<file path="src/rtl/if_fetch_if.sv">
// Byte-wide read bus between the instruction-fetch stage and the memory controller.
// The fetch stage is the master: it holds req/addr and gets one rdata byte per rvalid pulse.
interface if_fetch_if;
    logic        req;
    logic [31:0] addr;
    logic [7:0]  rdata;
    logic        rvalid;

    modport master (
        output req,
        output addr,
        input  rdata,
        input  rvalid
    );

    modport slave (
        input  req,
        input  addr,
        output rdata,
        output rvalid
    );
endinterface

</file>
<file path="src/rtl/if_fetch.sv">
// Instruction-fetch stage: assembles each 32-bit instruction from four little-endian byte reads.
// Optional IF_MISALIGN_TRAP_EN: a redirect to an unaligned target raises excp_IF_o instead of fetching.
module if_fetch #(
    parameter logic [31:0] RESET_PC = 32'h0000_0000
) (
    input  logic        dclk,
    input  logic        rst_n,
    input  logic [1:0]  stl_STALLER_i,
    input  logic        br_EX_i,
    input  logic [31:0] br_addr_EX_i,
    if_fetch_if.master  mem,
    output logic        stlreq_STALLER_o,
    output logic [31:0] inst_IF_o,
    output logic [31:0] pc_IF_o
`ifdef IF_MISALIGN_TRAP_EN
    ,
    output logic        excp_IF_o
`endif
);

    // Only None lets a finished instruction advance; Stall, Bubble and the unused code all hold.
    localparam logic [1:0] STL_NONE = 2'b00;

    typedef enum logic {
        FETCH,
        DONE
    } state_t;

    state_t      state;
    logic [31:0] pc_q;
    logic [1:0]  cnt;
    logic        flush_q;
    logic [31:0] tgt_q;
    logic [7:0]  byte0_q;
    logic [7:0]  byte1_q;
    logic [7:0]  byte2_q;
    logic        req_q;
    logic [31:0] addr_q;

    logic        outstanding;
    logic        take_br;
    logic        redirect;
    logic [31:0] redir_pc;

    assign mem.req  = req_q;
    assign mem.addr = addr_q;

    // A branch can act at once unless a byte request is still waiting for its rvalid;
    // in that case it is parked in tgt_q and applied when the transaction completes.
    always_comb begin
        outstanding = 1'b0;
        take_br     = 1'b0;
        redirect    = 1'b0;
        redir_pc    = tgt_q;
        outstanding = (state == FETCH) && req_q;
        take_br     = br_EX_i && !(outstanding && !mem.rvalid);
        redirect    = take_br || (outstanding && mem.rvalid && flush_q);
        if (take_br) begin
            redir_pc = br_addr_EX_i;
        end
    end

    always_ff @(posedge dclk or negedge rst_n) begin
        if (!rst_n) begin
            state            <= FETCH;
            pc_q             <= RESET_PC;
            cnt              <= 2'd0;
            flush_q          <= 1'b0;
            tgt_q            <= 32'd0;
            byte0_q          <= 8'd0;
            byte1_q          <= 8'd0;
            byte2_q          <= 8'd0;
            req_q            <= 1'b0;
            addr_q           <= 32'd0;
            inst_IF_o        <= 32'd0;
            pc_IF_o          <= 32'd0;
            stlreq_STALLER_o <= 1'b1;
`ifdef IF_MISALIGN_TRAP_EN
            excp_IF_o        <= 1'b0;
`endif
        end else if (redirect) begin
            pc_q      <= redir_pc;
            cnt       <= 2'd0;
            flush_q   <= 1'b0;
            req_q     <= 1'b0;
            inst_IF_o <= 32'd0;
`ifdef IF_MISALIGN_TRAP_EN
            if (redir_pc[1:0] != 2'b00) begin
                state            <= DONE;
                pc_IF_o          <= redir_pc;
                stlreq_STALLER_o <= 1'b0;
                excp_IF_o        <= 1'b1;
            end else begin
                state            <= FETCH;
                stlreq_STALLER_o <= 1'b1;
                excp_IF_o        <= 1'b0;
            end
`else
            state            <= FETCH;
            stlreq_STALLER_o <= 1'b1;
`endif
        end else begin
            case (state)
                FETCH: begin
                    if (!req_q) begin
                        req_q  <= 1'b1;
                        addr_q <= pc_q + {30'd0, cnt};
                    end else if (mem.rvalid) begin
                        req_q <= 1'b0;
                        cnt   <= cnt + 2'd1;
                        case (cnt)
                            2'd0: byte0_q <= mem.rdata;
                            2'd1: byte1_q <= mem.rdata;
                            2'd2: byte2_q <= mem.rdata;
                            default: begin
                                state            <= DONE;
                                inst_IF_o        <= {mem.rdata, byte2_q, byte1_q, byte0_q};
                                pc_IF_o          <= pc_q;
                                stlreq_STALLER_o <= 1'b0;
                            end
                        endcase
                    end else if (br_EX_i) begin
                        flush_q <= 1'b1;
                        tgt_q   <= br_addr_EX_i;
                    end
                end
                DONE: begin
`ifdef IF_MISALIGN_TRAP_EN
                    if (stl_STALLER_i == STL_NONE && !excp_IF_o) begin
`else
                    if (stl_STALLER_i == STL_NONE) begin
`endif
                        pc_q             <= pc_q + 32'd4;
                        cnt              <= 2'd0;
                        state            <= FETCH;
                        inst_IF_o        <= 32'd0;
                        stlreq_STALLER_o <= 1'b1;
                    end
                end
                default: begin
                    state <= FETCH;
                end
            endcase
        end
    end

endmodule
</file>
<file path="src/flat_wrapper.sv">
// flat-port wrapper written by rule: the top's interface ports become plain ports
module if_fetch_flat 
#(
    parameter logic [31:0] RESET_PC = 32'h0000_0000
)
  (dclk, rst_n, stl_STALLER_i, br_EX_i, br_addr_EX_i, stlreq_STALLER_o, inst_IF_o, pc_IF_o, mem_req, mem_addr, mem_rdata, mem_rvalid);
  if_fetch_if mem_i ();
  input  logic dclk;
  input  logic rst_n;
  input  logic [1:0] stl_STALLER_i;
  input  logic br_EX_i;
  input  logic [31:0] br_addr_EX_i;
  output logic stlreq_STALLER_o;
  output logic [31:0] inst_IF_o;
  output logic [31:0] pc_IF_o;
  output wire logic [$bits(mem_i.req)-1:0] mem_req;
  output wire logic [$bits(mem_i.addr)-1:0] mem_addr;
  input wire logic [$bits(mem_i.rdata)-1:0] mem_rdata;
  input wire logic [$bits(mem_i.rvalid)-1:0] mem_rvalid;
  assign mem_req = mem_i.req;
  assign mem_addr = mem_i.addr;
  assign mem_i.rdata = mem_rdata;
  assign mem_i.rvalid = mem_rvalid;
  if_fetch #(.RESET_PC(RESET_PC)) u_core (.dclk(dclk), .rst_n(rst_n), .stl_STALLER_i(stl_STALLER_i), .br_EX_i(br_EX_i), .br_addr_EX_i(br_addr_EX_i), .mem(mem_i), .stlreq_STALLER_o(stlreq_STALLER_o), .inst_IF_o(inst_IF_o), .pc_IF_o(pc_IF_o));
endmodule
</file>
<file path="config.mk">
export PLATFORM = sky130hd
export DESIGN_NAME = if_fetch_flat
export DESIGN_NICKNAME = d
export VERILOG_FILES = /design/src/rtl/if_fetch_if.sv /design/src/rtl/if_fetch.sv /design/src/flat_wrapper.sv
export SDC_FILE = /design/constraint.sdc
export NUM_CORES = 1
export LEC_CHECK = 0
export ABC_AREA = 1
export CAP_MARGIN = 40
export CORE_MARGIN = 1
export CORE_UTILIZATION = 55
export CTS_BUF_LIST = sky130_fd_sc_hd__clkbuf_2 sky130_fd_sc_hd__clkbuf_4 sky130_fd_sc_hd__clkbuf_8
export DETAILED_ROUTE_END_ITERATION = 8
export PLACE_DENSITY = 0.83
export SLEW_MARGIN = 20
export SYNTH_ARGS = -nofsm -noshare
export SYNTH_HDL_FRONTEND = slang
export SYNTH_SLANG_ARGS = --single-unit
</file>
<file path="constraint.sdc">
create_clock -name dclk -period 4.75 [get_ports dclk]
set_input_delay 0.95 -clock dclk [delete_from_list [all_inputs] [get_ports dclk]]
set_output_delay 0.95 -clock dclk [all_outputs]
set_load 0.01 [all_outputs]
</file>
# Yosys cells after proc, flatten, opt, wreduce, memory -nomap -nowiden
# Cells that the tools add are included.
# word_totals
ff_bits,190
out_inout_bits,98
in_bits,46
# classes
n_mux,36
bitwise_logic,5
eq_ne,8
reduce_logical,25
n_addsub,3
# ops
cell,n
32-bit 2-to-1 mux,9
32-bit case mux with 2 select lines,1
32-bit by 2-bit adder with 32-bit output,1
32-bit by 3-bit adder with 32-bit output (second input constant),1
5-bit AND reduction,5
1-bit 2-to-1 mux,19
2-bit 2-to-1 mux,4
4-bit AND reduction,2
2-bit nonzero test,4
3-bit by 2-bit != test with 1-bit output (second input constant),2
3-bit AND reduction,2
1-bit logical AND,5
1-bit NOT,5
2-bit zero test,2
1-bit case mux with 2 select lines,2
2-bit case mux with 2 select lines,1
3-bit by 1-bit != test with 1-bit output (second input constant),1
3-bit != test (second input constant),1
3-bit OR reduction,1
2-bit by 1-bit adder with 2-bit output (second input constant),1
2-bit by 1-bit == test with 1-bit output (second input constant),1
2-bit == test (second input constant),1
1-bit zero test,2
2-bit by 1-bit != test with 1-bit output (second input constant),1
other kinds (3),3

# Depth between registers and ports, before layout
# depth
depth_word,8
mapped_depth,12
depth_no_buf,12

# Least setup slack after synthesis
# Ideal clock, no wire load.
# synth_path
path_kind,in2reg
start,input port br_EX_i
end,register u_core.inst_IF_o[10]
setup_ns,0.117
arrival_ns,2.047
n_path_buf,2
path_slack_ns,2.586
stages,9
path_cell_list,clkbuf_1 -> nand2_2 -> nand2_4 -> inv_4 -> nand3_2 -> nand3_2 -> buf_4 -> nand2_1 -> nand2_1
# synth_via
elab_chain_len,4
# synth_lines
item,line_no,source
"start, declared",flat_wrapper.sv:11,input logic br_EX_i;
1-bit logical AND *,if_fetch.sv:56,take_br = br_EX_i && !(outstanding && !mem.rvalid);
1-bit logical OR *,if_fetch.sv:57,redirect = take_br || (outstanding && mem.rvalid && flush_q);
"3-bit by 2-bit != test with 1-bit output (no source line), or another cell as far along",-,
4-bit AND reduction (no source line),-,
"end signal, assigned",if_fetch.sv:117,"inst_IF_o <= {mem.rdata, byte2_q, byte1_q, byte0_q};"
"end, declared",if_fetch.sv:13,"output logic [31:0] inst_IF_o,"
# Every way passes the cells marked *; elsewhere a longest branch is shown, timed or not.
# A chain may end at the register's enable or synchronous reset.

# Worst setup path in the final report
# layout_path
start,input port mem_rvalid
end,register u_core.inst_IF_o[20]
# layout_via
elab_chain_len,7
# layout_lines
item,line_no,source
"start, declared",flat_wrapper.sv:19,input wire logic [$bits(mem_i.rvalid)-1:0] mem_rvalid;
1-bit zero test,if_fetch.sv:56,
1-bit logical AND,if_fetch.sv:56,
1-bit zero test,if_fetch.sv:56,
1-bit logical AND,if_fetch.sv:56,
1-bit logical OR,if_fetch.sv:57,
"3-bit by 2-bit != test with 1-bit output (no source line), or another cell as far along",-,
4-bit AND reduction (no source line),-,
# Several ways; a longest one is shown, not always the timed one.

==> impl_metrics.py <==
metrics = {
    "yosys": {
        "syn_avg_cell_area_um2": 7.53,
        "ys_top_cells_by_area": "dfrtp_1, nand2_1, o21ai_0",
        "yosys_warnings": 0,
        "yosysTopAreaCellShare_pct": 49.3,
        "synth_nets": 1328,
        "ys_ff_latch": 190,
        "postSynthCellCount": 1274,
        "ys_types": 29,
        "synth_top_area_cell": "dfrtp_1",
        "syn_area_mm2": 0.00960,
        "ys_seq_area_share_pct": 49.6,
    },
    "floorplanning": {
        "die_w_um": 134,
        "die_area_mm2": 0.0180,
        "start_util_pct": 57.1,
        "die_h_um": 134,
        "fp-row-count": 47,
        "core_mm2": 0.0168,
        "ioPinCount": 144,
    },
    "worst_setup_path": {
        "r2r_slack_ps": 1640,
        "worstSetupStartpoint": "mem_rvalid",
        "crit_path_start_kind": "input port",
        "timing.rr.start": "u_core.state$_DFF_PN0_",
        "path_class": "input port to flip-flop",
        "worstSetupEndpointType": "flip-flop",
        "crit_path_frequent_cell": "nand2_1",
        "cp.required_ps": 5130,
        "critPathMaxStageDelay_ps": 600,
        "crit_buf_inv": 2,
        "critPathSlowestCell": "nand3_2",
        "crit_path_max_fanout": 34,
        "cpLargestDelayFamily": "simple AND/OR/NAND/NOR gates",
        "cp.arrival_ps": 3750,
        "path_cells": "clkdlybuf4s50_1 > nand2_1 > nor2_2 > nand2_2 > nand2_4 > nor2_4 > nand2_2 > buf_4 > nand3_2 > nand2_1 > nand2_1",
    },
    "min_path": {
        "hold_class": "input port to asynchronous set/reset pin",
    },
    "cts": {
        "cts.sinks": 190,
        "cts_root_buffer": "clkbuf_8",
        "cts_hold_buf": 0,
        "insertion_delay_ps": 480,
        "cts_tree": "built",
        "cts.reportedPaths.clkPinSlew_ps": 100,
        "postCtsSetupRepairBufs": 0,
        "numCtsBuffers": 17,
        "max-clock-path-buffers": 2,
        "h-tree-depth": 4,
        "cts_resized": 0,
    },
    "sta": {
        "setup-tns-final_ps": 0,
        "period_share_pct": 71.0,
        "maxSlewHeadroom_pct": 50.4,
        "setup_viol": 0,
        "fmax_ghz": 0.297,
        "skew_ps": 10.8,
        "tightestPinTransition_ps": 743,
        "rsz0062_at_grt": "false",
        "finalCriticalPeriod_ps": 3370,
        "finalMaxSlewViolations": 0,
        "timing.final.hold_violations": 0,
        "hold_slack_ps": 369,
    },
    "place": {
        "port_buffers": 143,
        "dp_hpwl_mm": 18.0,
        "placed_cells": 1588,
        "gp_congestion": 0.885,
    },
    "layout": {
        "drive_gt1_share_pct": 4.57,
        "final_cells": 1620,
        "num-fill-cells": 1430,
        "syn_to_final_growth_pct": 20.3,
        "utilization_pct": 68.6,
        "antenna_cells": 0,
        "final_nets": 1441,
    },
    "grt": {
        "grt_usage_pct": 28.7,
        "grt_pass1_vias": 7757,
        "antenna_found_initial": 0,
        "overflow": 0,
        "grt_pass1_wl_mm": 40.4,
        "grt_start_max_net_pins": 74,
    },
    "pwr": {
        "leakagePower_uw": 0.00575,
        "peakVddDrop_mv": 0.244,
        "powerDensity_mw_per_mm2": 549,
    },
    "route": {
        "drt_first_pass_iters": 6,
        "vias": 8822,
        "routed_via_density": 5.45,
        "ant_nets": 0,
        "totalWireLength_mm": 24.7,
        "drt_iter0_markers": 986,
        "wl_per_cell_um": 15.2,
        "drc": 0,
    },
    "run": {
        "maxCapViolCount": 0,
    },
    "status": {
        "status": "completed",
    },
}
-- cells in the mapped netlist, drive strengths merged --
cell    count
o21ai     155
clkbuf     15
fa          1
nor3        1
nand2     447
nand3b      1
nor2      112
xor2       19
o211ai      2
nand4      42
buf        50
ha          7
a31oi       2
a21oi      25
dfstp       1
dfrtp     189
inv       127
nand3      78
-- report_power, final --
| group | leakage (uW) | switching (uW) | total (uW) | internal, uW |
|---|---|---|---|---|
| Sequential | 0.00238 | 480 | 2720 | 2240 |
| Clock | 0.000209 | 587 | 1100 | 513 |
| Combinational | 0.00316 | 1360 | 2520 | 1160 |
-- placed cells by master, fill, tap and decap left out, types with 2 or more instances in the layout --
master / instances
a21oi_1: 25
a31oi_1: 2
buf_12: 3
buf_4: 12
bufinv_16: 2
clkbuf_8: 20
clkdlybuf4s50_1: 142
clkinv_2: 3
clkinv_4: 4
dfrtp_1: 189
ha_1: 7
inv_1: 124
inv_2: 2
inv_6: 2
nand2_1: 442
nand2_2: 4
nand3_1: 75
nand3_2: 3
nand4_1: 42
nor2_1: 109
nor2_2: 2
o211ai_1: 2
o21ai_0: 147
o21ai_1: 8
xor2_1: 19
-- metrics by stage --
step | setup slack (ps) | total power, uW | area (um2)
finish | 1380 | 6340 | 11500
global route | 1120 | 6750 | 11500
CTS | 1430 | 6350 | 11500
detailed placement | 921 | 5240 | 11100
global placement | 975 | 5160 | 11100
floorplan | 2590 | 3980 | 9600
-- state kept, by name, summed over array words and instances, names as in the netlist, 8 cells and up --
| signal | cells |
|---|---|
| u_core.byte0_q | 8 |
| u_core.byte1_q | 8 |
| u_core.byte2_q | 8 |
| u_core.inst_IF_o | 32 |
| u_core.mem.addr | 32 |
| u_core.pc_IF_o | 32 |
| u_core.pc_q | 32 |
| u_core.tgt_q | 32 |
-- path summary, 6_finish.rpt --
check                                                   end  depth (start not counted)
hold / removal               u_core.mem.addr[4]$_DFFE_PN0P_                          1
min in group dclk          u_core.inst_IF_o[31]$_DFFE_PN0P_                          2
hold reg to reg            u_core.inst_IF_o[31]$_DFFE_PN0P_                          2
max in group asynchronous       u_core.tgt_q[5]$_DFFE_PN0P_                          2
setup reg to reg             u_core.pc_IF_o[24]$_DFFE_PN0P_                          9
setup / recovery           u_core.inst_IF_o[20]$_DFFE_PN0P_                         11
-- final cells by class --
type	count	area, um2	share of cell area (%)
Multi-Input combinational cell	892	4010	34.8
Inverter	127	479	4.15
Clock inverter	12	135	1.17
Tap cell	220	275	2.38
Sequential cell	190	4760	41.2
Clock buffer	20	275	2.38
Timing Repair Buffer	159	1610	14.0
-- logic make-up (layout without fill, tap and decap cells) --
kind of cell / count (synthesis) / after routing / share of synthesized area, %
simple gates: 681 / 681 / 29.2
buf+inv: 192 / 318 / 8.71
xor+xnor: 19 / 19 / 1.73
flops: 190 / 190 / 49.6
compound gates: 184 / 184 / 9.67
fa+ha+maj: 8 / 8 / 1.12
-- per-layer routing --
metal / GRT usage [%] / vias up / routed length, um
met1: 45.8 / 4096 / 11800
met4: 8.99 / 0 / 434
met5: 0 / - / 0
met3: 3.85 / 40 / 1990
li1: - / 4256 / -
met2: 40.1 / 430 / 10400
Note: power is estimated with default switching activity, not from simulation.
